--- src/rtl/iq_dispatch_if.sv ---
// Fetch-to-dispatch valid/ready handshake carrying one instruction payload per transfer.
interface iq_dispatch_if #(
  parameter int IW = 16
) ();
  logic          in_valid;
  logic [IW-1:0] in_data;
  logic          in_ready;

  modport master (output in_valid, output in_data, input in_ready);
  modport slave  (input in_valid, input in_data, output in_ready);
endinterface

--- src/rtl/iq_dispatch.sv ---
// In-order dispatch: buffers fetched instructions and loads up to two per cycle into the
// instruction queue, limited by a free-entry credit counter. Optional macro IQD_BYPASS_EN.
module iq_dispatch #(
  parameter int QDEPTH    = 3,
  parameter int BUF_DEPTH = 4,
  parameter int IW        = 16
) (
  input  logic                           clock,
  input  logic                           reset_n,
  iq_dispatch_if.slave                   fetch,
  input  logic                           hold,
  input  logic                           flush_all,
  input  logic [1:0]                     freed,
  output logic [1:0]                     iqLoads,
  output logic [IW-1:0]                  disp_data0,
  output logic [IW-1:0]                  disp_data1,
  output logic [$clog2(QDEPTH+1)-1:0]    credits,
  output logic [$clog2(BUF_DEPTH+1)-1:0] buf_count,
  output logic                           credit_err
);
  localparam int CW  = $clog2(QDEPTH + 1);
  localparam int BCW = $clog2(BUF_DEPTH + 1);
  localparam int PW  = $clog2(BUF_DEPTH);
  localparam int SW  = CW + 2;

  logic [IW-1:0]  mem [BUF_DEPTH];
  logic [PW-1:0]  rd_ptr;
  logic [PW-1:0]  wr_ptr;
  logic [PW-1:0]  rd_ptr1;
  logic [BCW-1:0] cnt;
  logic [CW-1:0]  cred;
  logic           err;
  logic [1:0]     n;
  logic [1:0]     n_cred;
  logic           byp;
  logic           push;
  logic [IW-1:0]  head;
  logic [SW-1:0]  sum;

  // Dispatch count from registered state only; flush and hold both suppress loads.
  always_comb begin
    n = 2'd0;
    if (!hold && !flush_all) begin
      if (int'(cnt) >= 2 && int'(cred) >= 2)
        n = 2'd2;
      else if (cnt != '0 && cred != '0)
        n = 2'd1;
    end
  end

`ifdef IQD_BYPASS_EN
  assign byp  = (cnt == '0) && (cred != '0) && !hold && !flush_all && fetch.in_valid;
  assign head = byp ? fetch.in_data : mem[rd_ptr];
`else
  assign byp  = 1'b0;
  assign head = mem[rd_ptr];
`endif

  assign fetch.in_ready = (cnt < BCW'(BUF_DEPTH));
  assign push    = fetch.in_valid && fetch.in_ready && !flush_all && !byp;
  assign n_cred  = n | {1'b0, byp};
  assign rd_ptr1 = rd_ptr + PW'(1);

  assign iqLoads    = {n[1], (|n) | byp};
  assign disp_data0 = iqLoads[0] ? head : '0;
  assign disp_data1 = iqLoads[1] ? mem[rd_ptr1] : '0;

  assign sum = SW'(cred) - SW'(n_cred) + SW'(freed);

  assign credits    = cred;
  assign buf_count  = cnt;
  assign credit_err = err;

  // Storage is data only and needs no reset.
  always_ff @(posedge clock) begin
    if (push)
      mem[wr_ptr] <= fetch.in_data;
  end

  always_ff @(posedge clock or negedge reset_n) begin
    if (!reset_n) begin
      rd_ptr <= '0;
      wr_ptr <= '0;
      cnt    <= '0;
      cred   <= CW'(QDEPTH);
      err    <= 1'b0;
    end else begin
      if (flush_all) begin
        cnt    <= '0;
        rd_ptr <= wr_ptr;
      end else begin
        cnt    <= cnt + BCW'(push) - BCW'(n);
        rd_ptr <= rd_ptr + PW'(n);
        if (push)
          wr_ptr <= wr_ptr + PW'(1);
      end
      // Returning more entries than exist means the queue and dispatch disagree.
      if (sum > SW'(QDEPTH)) begin
        cred <= CW'(QDEPTH);
        err  <= 1'b1;
      end else begin
        cred <= sum[CW-1:0];
      end
    end
  end
endmodule

--- src/flat_wrapper.sv ---
// flat-port wrapper written by rule: the top's interface ports become plain ports
module iq_dispatch_flat 
#(
  parameter int QDEPTH    = 3,
  parameter int BUF_DEPTH = 4,
  parameter int IW        = 16
)
  (clock, reset_n, hold, flush_all, freed, iqLoads, disp_data0, disp_data1, credits, buf_count, credit_err, fetch_in_valid, fetch_in_data, fetch_in_ready);
  iq_dispatch_if #(.IW(IW)) fetch_i ();
  input  logic clock;
  input  logic reset_n;
  input  logic hold;
  input  logic flush_all;
  input  logic [1:0] freed;
  output logic [1:0] iqLoads;
  output logic [IW-1:0] disp_data0;
  output logic [IW-1:0] disp_data1;
  output logic [$clog2(QDEPTH+1)-1:0] credits;
  output logic [$clog2(BUF_DEPTH+1)-1:0] buf_count;
  output logic credit_err;
  input wire logic [$bits(fetch_i.in_valid)-1:0] fetch_in_valid;
  input wire logic [$bits(fetch_i.in_data)-1:0] fetch_in_data;
  output wire logic [$bits(fetch_i.in_ready)-1:0] fetch_in_ready;
  assign fetch_i.in_valid = fetch_in_valid;
  assign fetch_i.in_data = fetch_in_data;
  assign fetch_in_ready = fetch_i.in_ready;
  iq_dispatch #(.QDEPTH(QDEPTH), .BUF_DEPTH(BUF_DEPTH), .IW(IW)) u_core (.clock(clock), .reset_n(reset_n), .fetch(fetch_i), .hold(hold), .flush_all(flush_all), .freed(freed), .iqLoads(iqLoads), .disp_data0(disp_data0), .disp_data1(disp_data1), .credits(credits), .buf_count(buf_count), .credit_err(credit_err));
endmodule
--- config.mk ---
export PLATFORM = sky130hd
export DESIGN_NAME = iq_dispatch_flat
export DESIGN_NICKNAME = d
export VERILOG_FILES = /design/src/rtl/iq_dispatch_if.sv /design/src/rtl/iq_dispatch.sv /design/src/flat_wrapper.sv
export SDC_FILE = /design/constraint.sdc
export NUM_CORES = 1
export LEC_CHECK = 0
export CAP_MARGIN = 20
export CORE_MARGIN = 1.5
export CORE_UTILIZATION = 29
export CTS_CLUSTER_SIZE = 28
export DETAILED_ROUTE_END_ITERATION = 6
export PLACE_DENSITY_LB_ADDON = 0.05
export SLEW_MARGIN = 15
export SYNTH_ARGS = -nofsm -noshare
export SYNTH_HDL_FRONTEND = slang
export SYNTH_SLANG_ARGS = --single-unit
--- constraint.sdc ---
create_clock -name clock -period 8.1 [get_ports clock]
set_input_delay 0.81 -clock clock [delete_from_list [all_inputs] [get_ports clock]]
set_output_delay 0.81 -clock clock [all_outputs]
set_load 0.02 [all_outputs]
==> metrics.md <==
| Metric | Value |
|---|---|
| Clock slew at reported path FFs | `50 ps` |
| Routed Wire Length | `~7800 um` |
| Post-layout util | `0.3851` |
| Synthesized netlist cell count | `about 210` |
| Critical path class | `in2out` |
| Crit path buf inv count | `2` |
| Post-synth EDFFs | `64` |
| Wire length per cell | `~17 um` |
| Dpl cell area | `4566 sq um` |
| Crit. End Element | `output port` |
| Total CTS buffers | `9` |
| Max cap viols | `0` |
| IO Count | `64` |
| Routed vias | `a little over 2000` |
| Unique masters post-synth | `30` |
| Biggest area consumer among synthesized cells | `edfxtp_1` |
| Mapped Area | `around 3800 sq um` |
| FILL cells | `about 1200` |
| Setup bufs post-CTS | `0` |
| Synth Area in Adders | `0.05162` |
| Synth Area per Inst | `18.15 sq um` |
| Fraction of layout cells with a size suffix above 1 | `0.2384` |
| Top cell type's share of synthesized area | `0.5018` |
| Largest net degree at the start of global routing | `34` |
| Main combinational cell family by area after synthesis | `multiplexers` |
| Die X | `117.9 um` |
| Synthesis-stage register bit count | `74` |
| Critical Path Fanout Max | `19` |
| GPL Wtd Cong | `around 0.71` |
| Port Buffer Count | `63` |
| Status | `finished clean` |
| Mux cell area share after synthesis | `0.1980` |
| Worst EP required | `about 7300 ps` |
| F_max | `around 270 MHz` |
| Critical path launch point type | `primary input` |
| Hold_buf cts | `0` |
| Skew-Pair Late Insertion Delay | `about 330 ps` |
| Total track usage | `0.1209` |
| CP peak stage delay | `about 630 ps` |
| Worst Path Arrival | `2920 ps` |
| DRT Pass-1 Iters | `4` |
| Critical path, cell by cell | `clkdlybuf4s50_1 > nor2_4 > nand3_4 > nor2b_1 > clkdlybuf4s50_1` |
| Synth Area in Compound Gates | `0.01797` |
| Final slew viol count | `0` |
| Fraction of registers with async set/reset | `0.1351` |
| Congestion Overflow GR | `0` |
| # diodes | `0` |
| Total Power | `0.001516 W` |
| Syn nets | `248` |
| Pwr/cell area | `308.3 nW/um^2` |
| Post-Layout Cell Count | `453` |
| P&R area growth vs syn | `28.42%` |
| Post_cts resized | `0` |
| RSZ-0062 raised after global routing | `no` |
| Core ar. | `12770 sq um` |
| DRC errors left | `0` |
| Htree depth | `3` |
| Slew @ Worst Pin | `just under 1000 ps` |
| Initial DRC count | `94` |
| Worst ir drop on vdd | `0.0001243 V` |
| Final hold violations | `0` |
| Cell Rows | `between 40 and 50` |
| Hold WC Path Type | `reg2reg` |
| Initial antenna violation count | `0` |
| HPWL Detailed | `around 5200 um` |
| Synth top area cells | `edfxtp_1 (50%), mux4_2 (17%), dfrtp_1 (5.2%)` |
| Layout Nets | `approximately 310` |
| Synth cell count leaders | `edfxtp_1 (64), mux4_2 (29), nor2b_1 (20), inv_1 (16), nor2b_4 (13)` |
| Rel. slew slack | `0.3537` |
| # setup viols final | `0` |
| Sequential share of the synthesized area | `0.5678` |
| Starting density of the core | `0.2998` |
| Fin crit period | `3727 ps` |
| Most used flip-flop cell after synthesis | `edfxtp_1` |
| DIE AREA | `between 10000 and 15000 sq um` |
| Vias in the first global route | `about 2200` |
| Simple-gate share of the synthesized area | `0.1088` |
| Worst-case clock skew | `around 5.7 ps` |
| Die H | `approximately 120 um` |
| CTS sink cnt | `74` |
| Root buffer cell | `clkbuf_16` |
| Via/cell ratio | `4.457` |
| Crit share post-route | `0.4602` |
| Ys Warns | `0` |
| Global-route wire length before repair | `around 13000 um` |
| Setup TNS | `0 ps` |
| Cell mode on critical path | `clkdlybuf4s50_1` |
| Leakage | `1.723 nW` |
| Antenna viol nets, final | `0` |
| Clk buf depth | `2` |
| Most used standard cell by instance count after synthesis | `edfxtp_1` |
| Placed Cells incl. Taps | `approximately 440` |
| Critical path's slowest cell | `clkdlybuf4s50_1` |
| CTS tree | `done` |
| Xor/xnor share of the synthesized area | `0.009147` |
| Fin area | `slightly below 5000 sq um` |
| Top delay family on crit path | `buffers and inverters` |
[worst reg2reg max path, cell delays in order (launching register included)]
cell and delay [ps]:
dfrtp_1 430, or2_4 300, nand3_4 370, inv_1 150, fa_1 540, fa_1 420, nand2b_1 150, o21ai_0 270
nand2b_1 90
[power breakdown]
part / leakage [nW] / switching [W] / total (W) / internal, W
registers: 0.696 / 0.0000481 / 0.000520 / 0.000472
clock network: 0.164 / 0.000144 / 0.000441 / 0.000297
logic: 0.864 / 0.000239 / 0.000555 / 0.000316
[stage by stage]
| stage | worst slack [ps] | hold WS (ps) |
|---|---|---|
| after floorplan | 5137 | 514.4 |
| after global placement | 4326 | 486.9 |
| after detailed placement | 4271 | 487.2 |
| after CTS | 4280 | 500.4 |
| after global routing | 4222 | 510.4 |
| final | 4373 | 496.7 |
[cell usage in the layout, fill, tap and decap left out]
cell type	n
a21oi_1	1
and2_1	4
and3_1	1
buf_12	1
buf_4	1
bufinv_16	3
clkbuf_16	9
clkdlybuf4s50_1	63
clkinv_1	2
clkinv_2	2
dfrtp_1	7
dfrtp_2	1
dfstp_2	2
edfxtp_1	64
fa_1	3
ha_1	11
inv_1	16
mux2_2	1
mux2_4	1
mux4_1	3
mux4_2	29
nand2_1	2
nand2b_1	4
nand3_4	1
nor2_1	3
nor2_4	1
nor2b_1	20
nor2b_4	13
o211a_1	1
o211ai_1	1
o21ai_0	4
o221ai_4	1
or2_4	1
xnor2_1	3
xor2_1	1
[logic make-up after synthesis]
group	Yosys count
flops	74
compound gates	8
mux	34
simple gates	50
fa+ha+maj	14
xor+xnor	4
buf+inv	27
[area by class of cell]
type | count | area (sq um) | area share
sequential | 74 | 2176 | 0.4424
multi-input combinational | 110 | 1476 | 0.3002
timing repair buffer | 65 | 658.1 | 0.1338
clock buffer | 9 | 225.2 | 0.04579
tap | 172 | 215.2 | 0.04375
clock inverter | 7 | 107.6 | 0.02188
inverter | 16 | 60.06 | 0.01221
[routing by layer]
metal | vias to the layer above | track usage | share of wire
met5 | - | 0 | 0
met1 | 1030 | 0.1559 | 0.45
met2 | 43 | 0.1985 | 0.51
met4 | 0 | 0.05488 | 0.014
li1 | 936 | - | -
met3 | 10 | 0.02180 | 0.033
[path summary, 6_finish.rpt]
path | depth (start not counted) | start | endpoint | slack, ps
min | 1 | u_core.credit_err$_DFFE_PN0N_ | u_core.credit_err$_DFFE_PN0N_ | 500
max | 5 | flush_all | disp_data1[15] | 4370
max in group asynchronous | 1 | reset_n | u_core.rd_ptr[1]$_DFF_PN0_ | 6930
max reg2reg | 8 | u_core.buf_count[2]$_DFF_PN0_ | u_core.credit_err$_DFFE_PN0N_ | 5260
min reg2reg | 1 | u_core.credit_err$_DFFE_PN0N_ | u_core.credit_err$_DFFE_PN0N_ | 500
min in group asynchronous | 1 | reset_n | u_core.rd_ptr[0]$_DFF_PN0_ | 820
[flip-flops by register name, indices dropped and copies added, names as in the netlist]
name and flops:
u_core.mem 64, u_core.buf_count 3, u_core.credits 2, u_core.rd_ptr 2, u_core.wr_ptr 2, u_core.credit_err 1
Note: power is estimated with default switching activity, not from simulation.
